[src/rtl/sd_stream_pkg.sv]
// Shared types for the SD-to-audio-FIFO stream scheduler.
package sd_stream_pkg;

  localparam int SD_BLOCK_BYTES = 512;

  typedef enum logic [2:0] {
    ST_IDLE,
    ST_WAIT_SPACE,
    ST_WAIT_READY,
    ST_ISSUE,
    ST_RECEIVE,
    ST_NEXT,
    ST_DRAIN
  } state_t;

endpackage

[src/rtl/sd_stream_scheduler_rise_detect.sv]
// One-bit rising-edge detector: remembers last cycle's level, flags 0->1 transitions.
module rise_detect (
  input  logic clk_25mhz,
  input  logic rst,
  input  logic d,
  output logic rise
);

  logic d_q;

  always_ff @(posedge clk_25mhz or posedge rst) begin
    if (rst) d_q <= 1'b0;
    else     d_q <= d;
  end

  assign rise = d & ~d_q;

endmodule

[src/rtl/sd_stream_scheduler.sv]
// Sequences sector reads from an SD controller into an external audio FIFO,
// waiting for a block's worth of FIFO space before each read.
module sd_stream_scheduler
  import sd_stream_pkg::*;
#(
  parameter int FIFO_DEPTH  = 1024,
  parameter int BLOCK_BYTES = SD_BLOCK_BYTES
) (
  input  logic                        clk_25mhz,
  input  logic                        rst,
  input  logic                        play,
  input  logic                        stop,
  input  logic [31:0]                 start_sector,
  input  logic [15:0]                 num_sectors,
  input  logic                        sd_ready,
  input  logic                        sd_byte_available,
  input  logic [7:0]                  sd_dout,
  output logic                        sd_rd,
  output logic [31:0]                 sd_address,
  input  logic [$clog2(FIFO_DEPTH):0] fifo_data_count,
  input  logic                        fifo_full,
  output logic                        fifo_wr_en,
  output logic [7:0]                  fifo_din,
  output logic                        busy,
  output logic                        done,
  output logic                        overflow,
  output state_t                      state_dbg
);

  // Handshakes: sd_rd is a one-cycle request raised only after sd_ready was seen
  // high; each SD byte is qualified by a 0->1 edge of sd_byte_available; the FIFO
  // has no back-pressure, so fifo_wr_en is a strobe that fifo_full can only veto.

  localparam int BW = (BLOCK_BYTES > 1) ? $clog2(BLOCK_BYTES) : 1;

  state_t          state, state_nxt;
  logic [31:0]     start_q;
  logic [15:0]     num_q;
  logic [15:0]     sector_idx;
  logic [BW-1:0]   byte_cnt;
  logic            blk_done;
  logic            byte_rise;

  logic play_ok, has_space, last_sector, in_block, counting, last_byte, write_due;

  assign play_ok     = play && !stop;
  assign has_space   = (32'(fifo_data_count) + 32'(BLOCK_BYTES)) <= 32'(FIFO_DEPTH);
  assign last_sector = (sector_idx == num_q - 16'd1);
  assign in_block    = (state == ST_RECEIVE) || (state == ST_DRAIN);
  assign counting    = in_block && !blk_done;
  assign last_byte   = (byte_cnt == BW'(BLOCK_BYTES - 1));
  assign write_due   = byte_rise && counting && (state == ST_RECEIVE) && !stop;

  rise_detect u_rise (
    .clk_25mhz (clk_25mhz),
    .rst       (rst),
    .d         (sd_byte_available),
    .rise      (byte_rise)
  );

  always_ff @(posedge clk_25mhz or posedge rst) begin
    if (rst) state <= ST_IDLE;
    else     state <= state_nxt;
  end

  // blk_done holds RECEIVE one extra cycle so the last byte's write stays inside it.
  always_comb begin
    state_nxt = state;
    case (state)
      ST_IDLE:       if (play_ok && num_sectors != 16'd0) state_nxt = ST_WAIT_SPACE;
      ST_WAIT_SPACE: if (stop) state_nxt = ST_IDLE;
                     else if (has_space) state_nxt = ST_WAIT_READY;
      ST_WAIT_READY: if (stop) state_nxt = ST_IDLE;
                     else if (sd_ready) state_nxt = ST_ISSUE;
      ST_ISSUE:      state_nxt = stop ? ST_DRAIN : ST_RECEIVE;
      ST_RECEIVE:    if (stop) state_nxt = ST_DRAIN;
                     else if (blk_done) state_nxt = ST_NEXT;
      ST_NEXT:       state_nxt = (last_sector || stop) ? ST_IDLE : ST_WAIT_SPACE;
      ST_DRAIN:      if (blk_done) state_nxt = ST_IDLE;
      default:       state_nxt = ST_IDLE;
    endcase
  end

  always_comb begin
    busy      = (state != ST_IDLE);
    sd_rd     = (state == ST_ISSUE);
    state_dbg = state;
  end

  always_ff @(posedge clk_25mhz or posedge rst) begin
    if (rst) begin
      start_q    <= '0;
      num_q      <= '0;
      sector_idx <= '0;
      byte_cnt   <= '0;
      blk_done   <= 1'b0;
      sd_address <= '0;
      fifo_wr_en <= 1'b0;
      fifo_din   <= '0;
      done       <= 1'b0;
      overflow   <= 1'b0;
    end else begin
      done       <= 1'b0;
      fifo_wr_en <= 1'b0;

      if (state == ST_IDLE && play_ok) begin
        overflow <= 1'b0;
        if (num_sectors == 16'd0) begin
          done <= 1'b1;
        end else begin
          start_q    <= start_sector;
          num_q      <= num_sectors;
          sector_idx <= '0;
        end
      end

      if (state == ST_WAIT_READY && sd_ready && !stop)
        sd_address <= start_q + 32'(sector_idx);

      if (state == ST_NEXT) begin
        if (last_sector) done <= 1'b1;
        else             sector_idx <= sector_idx + 16'd1;
      end

      if (counting && byte_rise) begin
        byte_cnt <= last_byte ? '0 : byte_cnt + BW'(1);
        blk_done <= last_byte;
      end else if (!in_block) begin
        byte_cnt <= '0;
        blk_done <= 1'b0;
      end

      // A byte arriving while the FIFO is full is still counted, just not written.
      if (write_due) begin
        fifo_din <= sd_dout;
        if (fifo_full) overflow   <= 1'b1;
        else           fifo_wr_en <= 1'b1;
      end
    end
  end

endmodule

[config.mk]
export PLATFORM = sky130hd
export DESIGN_NAME = sd_stream_scheduler
export DESIGN_NICKNAME = d
export VERILOG_FILES = /design/src/rtl/sd_stream_pkg.sv /design/src/rtl/sd_stream_scheduler_rise_detect.sv /design/src/rtl/sd_stream_scheduler.sv
export SDC_FILE = /design/constraint.sdc
export NUM_CORES = 1
export LEC_CHECK = 0
export ABC_CLOCK_PERIOD_IN_PS = 5900
export CORE_ASPECT_RATIO = 0.9
export CORE_UTILIZATION = 37
export CTS_CLUSTER_DIAMETER = 80
export DETAILED_ROUTE_END_ITERATION = 12
export HOLD_SLACK_MARGIN = 0.03
export SLEW_MARGIN = 20
export SYNTH_ARGS = -nofsm -noshare
export SYNTH_HDL_FRONTEND = slang
export SYNTH_SLANG_ARGS = --single-unit
[constraint.sdc]
create_clock -name clk_25mhz -period 5.9 [get_ports clk_25mhz]
set_clock_uncertainty 0.1 [all_clocks]
set_input_delay 1.77 -clock clk_25mhz [delete_from_list [all_inputs] [get_ports clk_25mhz]]
set_output_delay 1.77 -clock clk_25mhz [all_outputs]
set_load 0.03 [all_outputs]
==> qor.csv <==
metric,value,unit
outcome,"complete, no violations",
share of cells above drive strength 1,14.30,%
"FF+latch count, synth",121,
f_max,0.2479,GHz
io pins,122,
CP required,6.10,ns
Max IR drop VDD,0.2461,mV
die extent in x,142.6,µm
H-tree levels,4,
mapped cell area,0.006583,mm²
antenna violations before repair,0,
synth-to-layout area growth,30.98,%
Worst-Margin Slew,0.9155,ns
first drt pass iteration count,5,
DRC,0,
Clock Latency Late Sink,0.42,ns
postcts setup bufs,0,
HPWL after DPL,11.72,mm
endpoints failing setup,0,
Synth top cells by count,"dfrtp_1 (121), nand2_1 (76), mux2_2 (60)",
"Warnings, synthesis",0,
DP Area,0.008030,mm²
CP Max Fanout,37,
number of port buffers,121,
area of the die,0.01833,mm²
Final Hold Violating Endpoints,0,
drt first-iter violations,225,
WL final,15.72,mm
Initial Utilization,38.46,%
GRT Total Usage,18.17,%
first-pass GRT wire length,25.74,mm
Clk Tree Root Cell,clkbuf_16,
Leak Pwr,3.606,nW
clock buffer depth,2,
CTS tree,done,
most frequent cell after synthesis,dfrtp_1,
gp weighted congestion,0.8149,
CTS buffer count,17,
nets,866,
setup TNS,0,ns
critical path class,input port to flip-flop,
largest net degree at the start of global routing,64,
number of synthesized flops with an enable pin,0,
wire per inst,15.44,µm
die height,128.5,µm
GR Overflow Total,0,
MaxCap Viol Count,0,
critical path launch point type,input port,
Crit path arrival time,4.23,ns
Power per Cell Area,475.3,mW/mm²
Slew Limit Headroom,38.78,%
row count,45,
Area contributors post-synth,"dfrtp_1 (46%), mux2_2 (10%), nand2_1 (4.3%), o21ai_0 (4.3%), ha_1 (4.0%)",
diodes inserted,0,
final instance area,0.008622,mm²
commonest register cell after synthesis,dfrtp_1,
DRT antenna net count,0,
Tcrit/Tclk final,68.36,%
min-delay worst type,flip-flop to flip-flop,
Avg Synthesized Cell Area,10.13,µm²
Vias,5187,
asr flop ratio synth,100.0,%
register area share after synthesis,46.00,%
clk slew on worst S/H paths,0.06,ns
Filler Cell Count,1547,
top cell type's share of synthesized area,46.00,%
post-synth net total,746,
synth unique cells,57,
CP Capture Type,flip-flop,
RSZ-0062 raised after global routing,no,
hold buffer count at CTS,0,
CTS sink count,121,
Vias/cell,5.095,
fin. max-slew vios,0,
cell taking the most area after synthesis,dfrtp_1,
Post-CTS Resized,0,
fin crit period,4.033,ns
vias in the first global route,5083,
core area,0.01712,mm²
Cells after Synth,650,
## where the power goes
part	switching (W)	total (W)	internal (W)	leakage [nW]
sequential	0.000314	0.00146	0.00114	1.54
clock	0.000412	0.00104	0.000632	0.277
combinational	0.000823	0.00160	0.000774	1.79
total	0.00155	0.00410	0.00255	3.61
## kinds of logic (layout without fill, tap and decap cells)
kind of cell,after synthesis,after routing,synth area share (%)
xor+xnor,47,47,6.254
flops,121,121,46.00
compound gates,122,122,11.42
buf+inv,49,182,2.984
fa+ha+maj,23,23,4.448
simple gates,217,217,16.95
mux,71,71,11.94
## critical path, stage by stage
cell             delay (ns)
clkdlybuf4s50_1        0.42
nor4_1                 0.41
nand4_1                0.22
nand3_2                0.65
buf_4                  0.37
mux2_2                 0.37
## metal layers
| metal | GRT usage (%) | vias to the layer above | share of wire (%) | wire length [µm] |
|---|---|---|---|---|
| li1 | - | 2580 | - | - |
| met1 | 23.41 | 2453 | 46 | 7184 |
| met4 | 4.617 | 0 | 0.60 | 95 |
| met3 | 6.029 | 6 | 6.3 | 984 |
| met5 | 0 | - | 0 | 0 |
| met2 | 29.38 | 148 | 47 | 7453 |
## registers in the layout (all words and copies together), names as in the netlist, 3 cells and up
name	cells
byte_cnt	9
fifo_din	8
sector_idx	16
state_dbg	3
start_q	32
num_q	16
sd_address	32
## stage by stage
stage / setup WS [ns] / cells / hold slack [ns] / util (%) / total power [W]
2_1_floorplan: 0.8158 / 650 / 0.3565 / - / 0.002493
3_3_place_gp: 1.439 / 986 / 0.3609 / 46.92 / 0.003028
3_5_place_dp: 1.380 / 986 / 0.3696 / 46.92 / 0.003068
4_1_cts: 1.816 / 1018 / 0.3825 / 50.37 / 0.004132
5_1_grt: 1.686 / 1018 / 0.3978 / 50.37 / 0.004352
6_report: 1.867 / 1018 / 0.3774 / 50.37 / 0.004098
## layout by cell type, fill, tap and decap left out, drive strengths merged, types with 18 or more instances in the layout
master	count
xnor2	26
inv	30
mux2	60
xor2	21
nor2	35
dfrtp	121
clkbuf	18
nand2	76
o21ai	57
a21oi	21
ha	21
clkdlybuf4s50	121
## final timing paths
kind                            depth (start not counted)                  startpoint                          to  slack, ns
worst max-delay path                                    6              num_sectors[1]     start_q[22]$_DFFE_PP0P_       1.87
worst min-delay path                                    2  sd_address[18]$_DFFE_PP0P_  sd_address[18]$_DFFE_PP0P_       0.38
worst max register to register                         10        num_q[0]$_DFFE_PP0P_     sector_idx[0]$_DFF_PP0_       2.22
worst min register to register                          2  sd_address[18]$_DFFE_PP0P_  sd_address[18]$_DFFE_PP0P_       0.38
max in group asynchronous                               3                         rst      start_q[8]$_DFFE_PP0P_       3.01
min in group asynchronous                               2                         rst     byte_cnt[1]$_DFFE_PP0P_       1.74
## area by class of cell
class                   instances  area (µm²)  area share, %
multi-input cells             480        3363          39.01
flip-flops and latches        121        3028          35.12
repair buffers                127        1256          14.57
clock buffers                  18       429.2          4.978
well taps                     235       294.0          3.410
clock inverters                14       162.7          1.887
inverters                      23       88.84          1.030
Note: power is estimated with default switching activity, not from simulation.
